**config.mk**
```make
export PLATFORM = sky130hd
export DESIGN_NAME = tle_tile_sequencer_flat
export DESIGN_NICKNAME = d
export VERILOG_FILES = /design/src/rtl/tle_tile_sequencer_if.sv /design/src/rtl/tle_tile_sequencer.sv /design/src/flat_wrapper.sv
export SDC_FILE = /design/constraint.sdc
export NUM_CORES = 1
export LEC_CHECK = 0
export ABC_AREA = 1
export CAP_MARGIN = 25
export CORE_AREA = 2 2 214 216
export DETAILED_ROUTE_END_ITERATION = 10
export DIE_AREA = 0 0 216 218
export PLACE_DENSITY = 0.45
export REMOVE_ABC_BUFFERS = 1
export SLEW_MARGIN = 20
export SYNTH_ARGS = -nofsm -noshare
export SYNTH_HDL_FRONTEND = slang
export SYNTH_SLANG_ARGS = --single-unit
```
**constraint.sdc**
```tcl
create_clock -name clk_i -period 2 [get_ports clk_i]
set_clock_uncertainty 0.2 [all_clocks]
set_input_delay 0.3 -clock clk_i [delete_from_list [all_inputs] [get_ports clk_i]]
set_output_delay 0.3 -clock clk_i [all_outputs]
set_load 0.05 [all_outputs]
```
**src/rtl/tle_tile_sequencer_if.sv**
```systemverilog
// rtl/tle_tile_sequencer_if.sv - command, tile, datapath and result handshakes of the tile sequencer
interface tle_tile_sequencer_if #(
  parameter int M    = 2,
  parameter int N    = 2,
  parameter int P    = 8,
  parameter int KT_W = 8
);
  logic                                  cmd_valid_i;
  logic                                  cmd_ready_o;
  logic [KT_W-1:0]                       cmd_ktiles_i;
  logic signed [M-1:0][N-1:0][4*P-1:0]   bias_i;

  logic                                  tile_valid_i;
  logic                                  tile_ready_o;
  logic [KT_W-1:0]                       kidx_o;

  logic                                  dp_valid_o;
  logic                                  dp_ready_i;
  logic signed [M-1:0][N-1:0][4*P-1:0]   dp_C_o;

  logic                                  dp_valid_i;
  logic                                  dp_ready_o;
  logic signed [M-1:0][N-1:0][4*P-1:0]   dp_D_i;

  logic                                  res_valid_o;
  logic                                  res_ready_i;
  logic signed [M-1:0][N-1:0][4*P-1:0]   res_D_o;

  logic                                  busy_o;
  logic [15:0]                           jobs_done_o;

  modport slave (
    input  cmd_valid_i, cmd_ktiles_i, bias_i, tile_valid_i, dp_ready_i,
           dp_valid_i, dp_D_i, res_ready_i,
    output cmd_ready_o, tile_ready_o, kidx_o, dp_valid_o, dp_C_o,
           dp_ready_o, res_valid_o, res_D_o, busy_o, jobs_done_o
  );

  modport master (
    output cmd_valid_i, cmd_ktiles_i, bias_i, tile_valid_i, dp_ready_i,
           dp_valid_i, dp_D_i, res_ready_i,
    input  cmd_ready_o, tile_ready_o, kidx_o, dp_valid_o, dp_C_o,
           dp_ready_o, res_valid_o, res_D_o, busy_o, jobs_done_o
  );
endinterface

```
**src/rtl/tle_tile_sequencer.sv**
```systemverilog
// rtl/tle_tile_sequencer.sv - sequences K tiles through an external MAC datapath, one tile in flight
module tle_tile_sequencer #(
  parameter int M    = 2,
  parameter int N    = 2,
  parameter int P    = 8,
  parameter int KT_W = 8
) (
  input  logic                   clk_i,
  input  logic                   rst_ni,
  tle_tile_sequencer_if.slave    bus
);

  typedef enum logic [1:0] {IDLE, ISSUE, WAIT, OUT} state_t;

  state_t                                r_state;
  logic signed [M-1:0][N-1:0][4*P-1:0]   r_acc;
  logic [KT_W-1:0]                       r_kcnt;
  logic [KT_W-1:0]                       r_ktiles;
  logic [15:0]                           r_jobs_done;
  logic                                  r_cmd_ready;
  logic                                  r_dp_ready;
  logic                                  r_res_valid;
  logic                                  r_busy;
  logic                                  w_issue;

  // The issue stage is a pure pass-through so a tile costs no extra cycle.
  assign w_issue          = (r_state == ISSUE);
  assign bus.dp_valid_o   = w_issue & bus.tile_valid_i;
  assign bus.tile_ready_o = w_issue & bus.dp_ready_i;

  assign bus.cmd_ready_o  = r_cmd_ready;
  assign bus.dp_ready_o   = r_dp_ready;
  assign bus.res_valid_o  = r_res_valid;
  assign bus.busy_o       = r_busy;
  assign bus.jobs_done_o  = r_jobs_done;
  assign bus.kidx_o       = r_kcnt;
  assign bus.dp_C_o       = r_acc;
  assign bus.res_D_o      = r_acc;

  always_ff @(posedge clk_i or negedge rst_ni) begin
    if (!rst_ni) begin
      r_state     <= IDLE;
      r_acc       <= '0;
      r_kcnt      <= '0;
      r_ktiles    <= '0;
      r_jobs_done <= '0;
      r_cmd_ready <= 1'b0;
      r_dp_ready  <= 1'b0;
      r_res_valid <= 1'b0;
      r_busy      <= 1'b0;
    end else begin
      case (r_state)
        IDLE: begin
          r_cmd_ready <= 1'b1;
          if (bus.cmd_valid_i && r_cmd_ready) begin
            r_ktiles    <= bus.cmd_ktiles_i;
            r_acc       <= bus.bias_i;
            r_kcnt      <= '0;
            r_cmd_ready <= 1'b0;
            r_busy      <= 1'b1;
            if (bus.cmd_ktiles_i == '0) begin
              r_state     <= OUT;
              r_res_valid <= 1'b1;
            end else begin
              r_state     <= ISSUE;
            end
          end
        end
        ISSUE: begin
          if (bus.tile_valid_i && bus.dp_ready_i) begin
            r_kcnt     <= r_kcnt + 1'b1;
            r_dp_ready <= 1'b1;
            r_state    <= WAIT;
          end
        end
        WAIT: begin
          // kcnt already counts the returning tile, so equality means the last one is back.
          if (bus.dp_valid_i) begin
            r_acc      <= bus.dp_D_i;
            r_dp_ready <= 1'b0;
            if (r_kcnt == r_ktiles) begin
              r_state     <= OUT;
              r_res_valid <= 1'b1;
            end else begin
              r_state     <= ISSUE;
            end
          end
        end
        OUT: begin
          if (bus.res_ready_i) begin
            r_jobs_done <= r_jobs_done + 16'd1;
            r_res_valid <= 1'b0;
            r_busy      <= 1'b0;
            r_cmd_ready <= 1'b1;
            r_state     <= IDLE;
          end
        end
        default: begin
          r_state <= IDLE;
        end
      endcase
    end
  end

endmodule

```
**src/flat_wrapper.sv**
```systemverilog
// flat-port wrapper written by rule: the top's interface ports become plain ports
module tle_tile_sequencer_flat 
#(
  parameter int M    = 2,
  parameter int N    = 2,
  parameter int P    = 8,
  parameter int KT_W = 8
)
  (clk_i, rst_ni, bus_cmd_valid_i, bus_cmd_ktiles_i, bus_bias_i, bus_tile_valid_i, bus_dp_ready_i, bus_dp_valid_i, bus_dp_D_i, bus_res_ready_i, bus_cmd_ready_o, bus_tile_ready_o, bus_kidx_o, bus_dp_valid_o, bus_dp_C_o, bus_dp_ready_o, bus_res_valid_o, bus_res_D_o, bus_busy_o, bus_jobs_done_o);
  tle_tile_sequencer_if #(.M(M), .N(N), .P(P), .KT_W(KT_W)) bus_i ();
  input  logic clk_i;
  input  logic rst_ni;
  input wire logic [$bits(bus_i.cmd_valid_i)-1:0] bus_cmd_valid_i;
  input wire logic [$bits(bus_i.cmd_ktiles_i)-1:0] bus_cmd_ktiles_i;
  input wire logic [$bits(bus_i.bias_i)-1:0] bus_bias_i;
  input wire logic [$bits(bus_i.tile_valid_i)-1:0] bus_tile_valid_i;
  input wire logic [$bits(bus_i.dp_ready_i)-1:0] bus_dp_ready_i;
  input wire logic [$bits(bus_i.dp_valid_i)-1:0] bus_dp_valid_i;
  input wire logic [$bits(bus_i.dp_D_i)-1:0] bus_dp_D_i;
  input wire logic [$bits(bus_i.res_ready_i)-1:0] bus_res_ready_i;
  output wire logic [$bits(bus_i.cmd_ready_o)-1:0] bus_cmd_ready_o;
  output wire logic [$bits(bus_i.tile_ready_o)-1:0] bus_tile_ready_o;
  output wire logic [$bits(bus_i.kidx_o)-1:0] bus_kidx_o;
  output wire logic [$bits(bus_i.dp_valid_o)-1:0] bus_dp_valid_o;
  output wire logic [$bits(bus_i.dp_C_o)-1:0] bus_dp_C_o;
  output wire logic [$bits(bus_i.dp_ready_o)-1:0] bus_dp_ready_o;
  output wire logic [$bits(bus_i.res_valid_o)-1:0] bus_res_valid_o;
  output wire logic [$bits(bus_i.res_D_o)-1:0] bus_res_D_o;
  output wire logic [$bits(bus_i.busy_o)-1:0] bus_busy_o;
  output wire logic [$bits(bus_i.jobs_done_o)-1:0] bus_jobs_done_o;
  assign bus_i.cmd_valid_i = bus_cmd_valid_i;
  assign bus_i.cmd_ktiles_i = bus_cmd_ktiles_i;
  assign bus_i.bias_i = bus_bias_i;
  assign bus_i.tile_valid_i = bus_tile_valid_i;
  assign bus_i.dp_ready_i = bus_dp_ready_i;
  assign bus_i.dp_valid_i = bus_dp_valid_i;
  assign bus_i.dp_D_i = bus_dp_D_i;
  assign bus_i.res_ready_i = bus_res_ready_i;
  assign bus_cmd_ready_o = bus_i.cmd_ready_o;
  assign bus_tile_ready_o = bus_i.tile_ready_o;
  assign bus_kidx_o = bus_i.kidx_o;
  assign bus_dp_valid_o = bus_i.dp_valid_o;
  assign bus_dp_C_o = bus_i.dp_C_o;
  assign bus_dp_ready_o = bus_i.dp_ready_o;
  assign bus_res_valid_o = bus_i.res_valid_o;
  assign bus_res_D_o = bus_i.res_D_o;
  assign bus_busy_o = bus_i.busy_o;
  assign bus_jobs_done_o = bus_i.jobs_done_o;
  tle_tile_sequencer #(.M(M), .N(N), .P(P), .KT_W(KT_W)) u_core (.clk_i(clk_i), .rst_ni(rst_ni), .bus(bus_i));
endmodule
```
==> impl_results.html <==
<table>
<tr><th>Metric</th><th>Value</th></tr>
<tr><th colspan="2">Outcome</th></tr>
<tr><td>Result of the run</td><td>completed</td></tr>
<tr><th colspan="2">Worst setup path</th></tr>
<tr><td>Worst r2r path cells</td><td>10</td></tr>
<tr><td>Crit Reg-Reg Startpoint</td><td>u_core.r_state[1]$_DFFE_PN0P_</td></tr>
<tr><td>Reg2reg setup slack</td><td>0.13 ns</td></tr>
<tr><td>Maximum single-stage delay on the critical path</td><td>0.35 ns</td></tr>
<tr><td>Critical Path AT</td><td>1.38 ns</td></tr>
<tr><td>Worst path top cell family by delay</td><td>flip-flops</td></tr>
<tr><td>Worst reg2reg path endpoint</td><td>u_core.bus.dp_C_o[40]$_DFFE_PN0P_</td></tr>
<tr><td>Biggest fanout along the worst timing path</td><td>4</td></tr>
<tr><td>Startpoint types</td><td>flop</td></tr>
<tr><td>Type of the worst setup path</td><td>flop to output port</td></tr>
<tr><td>Buffer and inverter count on the worst path</td><td>2</td></tr>
<tr><td>Critical Path Slowest Stage Cell</td><td>sky130_fd_sc_hd__dfrtp_1</td></tr>
<tr><td>Cells along the critical path</td><td>buf_4, nand2_2, nor2_2, buf_12</td></tr>
<tr><td>Element type at the critical path end</td><td>output port</td></tr>
<tr><td>Required time of the critical path</td><td>1.50 ns</td></tr>
<tr><th colspan="2">Run</th></tr>
<tr><td>Max-cap violations</td><td>0</td></tr>
<tr><th colspan="2">Drt</th></tr>
<tr><td>Post-route ant nets</td><td>0</td></tr>
<tr><td>Total iterations of the first detailed-routing run</td><td>5</td></tr>
<tr><td>Post-Route WL</td><td>38200 microns</td></tr>
<tr><td>DRC violation count after routing</td><td>0</td></tr>
<tr><td>Via density per instance</td><td>4.06</td></tr>
<tr><td>DR vias</td><td>8670</td></tr>
<tr><td>Wire length per cell</td><td>17.9 microns</td></tr>
<tr><td>Drt initial violations</td><td>355</td></tr>
<tr><th colspan="2">Layout</th></tr>
<tr><td>Multi-input combinational cell area</td><td>3140 sq um</td></tr>
<tr><td>Fillers</td><td>4840</td></tr>
<tr><td>Number of nets at the end of the flow</td><td>1793</td></tr>
<tr><td>Area growth syn-to-layout</td><td>63.4%</td></tr>
<tr><td>Total non-filler cell area in the finished layout</td><td>14300 sq um</td></tr>
<tr><td>Layout cells sized above 1</td><td>0.247</td></tr>
<tr><td>Area used by sequential logic in the layout</td><td>4160 sq um</td></tr>
<tr><th colspan="2">GRT</th></tr>
<tr><td>Via count of the first global-routing pass</td><td>8702</td></tr>
<tr><td>Gr ovfl total</td><td>0</td></tr>
<tr><td>Pin count of the biggest net entering global routing</td><td>60</td></tr>
<tr><td>Number of antenna violations at the first check in global routing</td><td>1</td></tr>
<tr><td>Global-route wire length before repair</td><td>55200 microns</td></tr>
<tr><td>Overall track demand over capacity in global routing</td><td>0.157</td></tr>
<tr><th colspan="2">Clock tree</th></tr>
<tr><td>CTS H-Tree Depth</td><td>4</td></tr>
<tr><td>Root cell of the clock tree</td><td>sky130_fd_sc_hd__clkbuf_16</td></tr>
<tr><td>CTS buffer count</td><td>17</td></tr>
<tr><td>Clock edge transition at the registers on the reported setup and hold paths</td><td>0.07 ns</td></tr>
<tr><td>CTS Buffer Depth</td><td>2</td></tr>
<tr><td>Clock network latency to the later pin of the worst-skew pair</td><td>0.47 ns</td></tr>
<tr><td>Clock tree from TritonCTS</td><td>built</td></tr>
<tr><td>Num Clock Sinks</td><td>166</td></tr>
<tr><th colspan="2">Pwr</th></tr>
<tr><td>Total power per unit cell area</td><td>2130 nW/um^2</td></tr>
<tr><td>Leakage power</td><td>6.52 nW</td></tr>
<tr><td>Maximum resistive drop on vdd</td><td>0.00157 V</td></tr>
<tr><th colspan="2">Yosys</th></tr>
<tr><td>Cells taking the most area after synthesis</td><td>sky130_fd_sc_hd__dfrtp_1 (47%), sky130_fd_sc_hd__nand2_1 (14%), sky130_fd_sc_hd__buf_4 (11%)</td></tr>
<tr><td>Area of the mapped netlist</td><td>8760 sq um</td></tr>
<tr><td>Avg Inst Size Synth</td><td>8.09 sq um</td></tr>
<tr><td>Post-synthesis cell type with the largest combined area</td><td>sky130_fd_sc_hd__dfrtp_1</td></tr>
<tr><td>Register bit total from synthesis</td><td>166</td></tr>
<tr><td>Sequential area share after synthesis</td><td>0.474</td></tr>
<tr><td>Top cell type's share of synthesized area</td><td>0.474</td></tr>
<tr><td>Number of distinct library cell variants in the gate-level netlist after synthesis</td><td>28</td></tr>
<tr><td>Number of warnings issued by yosys</td><td>0</td></tr>
<tr><td>Instance count of the mapped netlist</td><td>1083</td></tr>
<tr><th colspan="2">Min path</th></tr>
<tr><td>Type of the most critical hold path</td><td>input port to asynchronous set/reset pin</td></tr>
<tr><th colspan="2">Placement</th></tr>
<tr><td>Worst Setup Slack post-DPL</td><td>-0.0403 ns</td></tr>
<tr><td>Post-place instance area</td><td>13600 sq um</td></tr>
<tr><td>GP Congestion</td><td>0.818</td></tr>
<tr><td>Buffers on Ports</td><td>556</td></tr>
<tr><td>Detailed placement HPWL</td><td>29700 microns</td></tr>
<tr><th colspan="2">Timing</th></tr>
<tr><td>Max Clock Freq</td><td>0.533 GHz</td></tr>
<tr><td>Worst Max-Slew Pin Slew</td><td>0.510 ns</td></tr>
<tr><td>Post-route minimum period</td><td>1.88 ns</td></tr>
<tr><td>Headroom to the max-slew limit</td><td>0.660</td></tr>
<tr><td>Portion of the clock cycle consumed by the worst path in the final layout</td><td>0.939</td></tr>
<tr><td>Tightest hold margin</td><td>0.179 ns</td></tr>
<tr><td>Final Worst Setup Slack</td><td>0.123 ns</td></tr>
<tr><td>Final setup violation count</td><td>0</td></tr>
<tr><td>Final count of hold timing violations</td><td>0</td></tr>
<tr><td>Unrepaired setup endpoints after global routing</td><td>false</td></tr>
<tr><td>Final slew viol count</td><td>0</td></tr>
<tr><th colspan="2">Die</th></tr>
<tr><td>Die boundary height</td><td>218 microns</td></tr>
<tr><td>Boundary Pins</td><td>557</td></tr>
<tr><td>Width of the die</td><td>216 microns</td></tr>
<tr><td>Core outline area</td><td>44900 sq um</td></tr>
<tr><td>Total die area</td><td>47100 sq um</td></tr>
<tr><td>Site row count</td><td>78</td></tr>
<tr><td>Initial core utilization</td><td>0.195</td></tr>
</table>
## cell usage after synthesis
cell type,n
sky130_fd_sc_hd__nand2_1,332
sky130_fd_sc_hd__dfrtp_1,166
sky130_fd_sc_hd__nor2_1,148
sky130_fd_sc_hd__buf_4,130
sky130_fd_sc_hd__a31oi_1,128
sky130_fd_sc_hd__inv_1,41
sky130_fd_sc_hd__clkbuf_1,25
sky130_fd_sc_hd__buf_2,18
sky130_fd_sc_hd__o21ai_0,16
sky130_fd_sc_hd__buf_6,13
sky130_fd_sc_hd__nand3_1,12
sky130_fd_sc_hd__xnor2_1,9
sky130_fd_sc_hd__xor2_1,8
sky130_fd_sc_hd__nor3_1,7
sky130_fd_sc_hd__a21oi_1,6
sky130_fd_sc_hd__nand4_1,6
sky130_fd_sc_hd__inv_2,3
sky130_fd_sc_hd__ha_1,2
sky130_fd_sc_hd__inv_4,2
sky130_fd_sc_hd__nand2_2,2
sky130_fd_sc_hd__nor2_4,2
sky130_fd_sc_hd__and3_1,1
sky130_fd_sc_hd__nand3_2,1
sky130_fd_sc_hd__nand3_4,1
sky130_fd_sc_hd__nor3_2,1
sky130_fd_sc_hd__nor3_4,1
sky130_fd_sc_hd__o21a_1,1
sky130_fd_sc_hd__o21ai_1,1
## metrics by stage
stage | total power, mW | instances | setup TNS, ns | util
finish | 30.6 | 2134 | 0 | 0.319
global route | 32.1 | 2133 | 0 | 0.319
CTS | 30.8 | 2130 | 0 | 0.318
detailed placement | 27.1 | 2095 | -0.438 | 0.303
global placement | 27.1 | 2095 | -0.00344 | 0.303
floorplan | 19.1 | 897 | -376.65 | -
## state kept, by name, summed over array words and instances (netlist names)
name / flops
u_core.bus.busy_o: 1
u_core.bus.cmd_ready_o: 1
u_core.bus.dp_C_o: 128
u_core.bus.dp_ready_o: 1
u_core.bus.jobs_done_o: 16
u_core.bus.kidx_o: 8
u_core.bus.res_valid_o: 1
u_core.r_ktiles: 8
u_core.r_state: 2
## logic make-up (layout without fill, tap and decap cells)
kind of cell    count (synthesis)  in the layout  share of synthesized area
simple gates                  514            514                      0.232
buf+inv                       232            681                      0.169
flops                         166            166                      0.474
compound gates                152            152                      0.105
xor+xnor                       17             17                     0.0170
fa+ha+maj                       2              2                    0.00285
other cells                     0              2                          0
## cell type report
class	count	share of cell area
Timing Repair Buffer	604	0.382
Sequential cell	166	0.290
Multi-Input combinational cell	685	0.220
Tap cell	600	0.0524
Clock buffer	21	0.0321
Inverter	46	0.0129
Clock inverter	10	0.0107
Antenna cell	2	0.000349
## metal layers
layer / wire length [microns] / vias up / track usage
li1: - / 4256 / -
met1: 15300 / 4065 / 0.181
met2: 18800 / 316 / 0.266
met3: 3230 / 33 / 0.0616
met4: 809 / 0 / 0.0493
met5: 0 / - / 0
## placed cells by master, fill, tap and decap left out, types with 3 or more instances in the layout
| cell type | count |
|---|---|
| sky130_fd_sc_hd__inv_1 | 41 |
| sky130_fd_sc_hd__nand2_1 | 331 |
| sky130_fd_sc_hd__a31oi_1 | 128 |
| sky130_fd_sc_hd__nand3_1 | 12 |
| sky130_fd_sc_hd__dfrtp_1 | 165 |
| sky130_fd_sc_hd__clkinv_2 | 5 |
| sky130_fd_sc_hd__dlygate4sd2_1 | 3 |
| sky130_fd_sc_hd__nor3_1 | 7 |
| sky130_fd_sc_hd__buf_12 | 17 |
| sky130_fd_sc_hd__a21oi_1 | 6 |
| sky130_fd_sc_hd__xnor2_1 | 9 |
| sky130_fd_sc_hd__clkbuf_8 | 3 |
| sky130_fd_sc_hd__buf_4 | 311 |
| sky130_fd_sc_hd__o21ai_0 | 16 |
| sky130_fd_sc_hd__clkbuf_16 | 18 |
| sky130_fd_sc_hd__nor2_1 | 144 |
| sky130_fd_sc_hd__bufinv_16 | 4 |
| sky130_fd_sc_hd__xor2_1 | 8 |
| sky130_fd_sc_hd__nor2_2 | 4 |
| sky130_fd_sc_hd__clkdlybuf4s50_1 | 269 |
| sky130_fd_sc_hd__nand4_1 | 6 |
## where the power goes
group          switching (mW)  total (mW)  internal [mW]
clock network            1.47        3.61           2.14
registers                1.65        6.56           4.91
logic                    14.4        20.4           6.01
## worst reg2reg max path, delay by kind of cell (launching register included)
kind                   cells  cell delay, ns
AO/OA/AOI/OAI              1            0.15
AND/OR/NAND/NOR            4            0.33
buffers and inverters      5            0.69
flip-flops                 1            0.42
## how the worst max path moves through the flow
stage                                                     to  cells past startpoint                           from  slack [ns]
final                                         bus_dp_valid_o                      4  u_core.r_state[0]$_DFFE_PN0P_        0.12
after global routing      u_core.bus.dp_C_o[111]$_DFFE_PN0P_                      8  u_core.r_state[0]$_DFFE_PN0P_        0.02
after CTS                                     bus_dp_valid_o                      4  u_core.r_state[0]$_DFFE_PN0P_      0.0003
after detailed placement   u_core.bus.dp_C_o[48]$_DFFE_PN0P_                      9                bus_cmd_valid_i       -0.04
after global placement    u_core.bus.dp_C_o[117]$_DFFE_PN0P_                      9                bus_cmd_valid_i      -0.002
after floorplan             u_core.bus.dp_C_o[0]$_DFFE_PN0P_                      7  u_core.r_state[1]$_DFFE_PN0P_       -2.90
## timing repair
action,CTS,global route
hold endpoints to repair,62,0
setup endpoints to repair,5,18
resized for setup,6,4
hold buffers,1,0
pin swaps,1,2
gates cloned,0,1
setup buffers,3,1
Power figures use the tool's default switching activity.
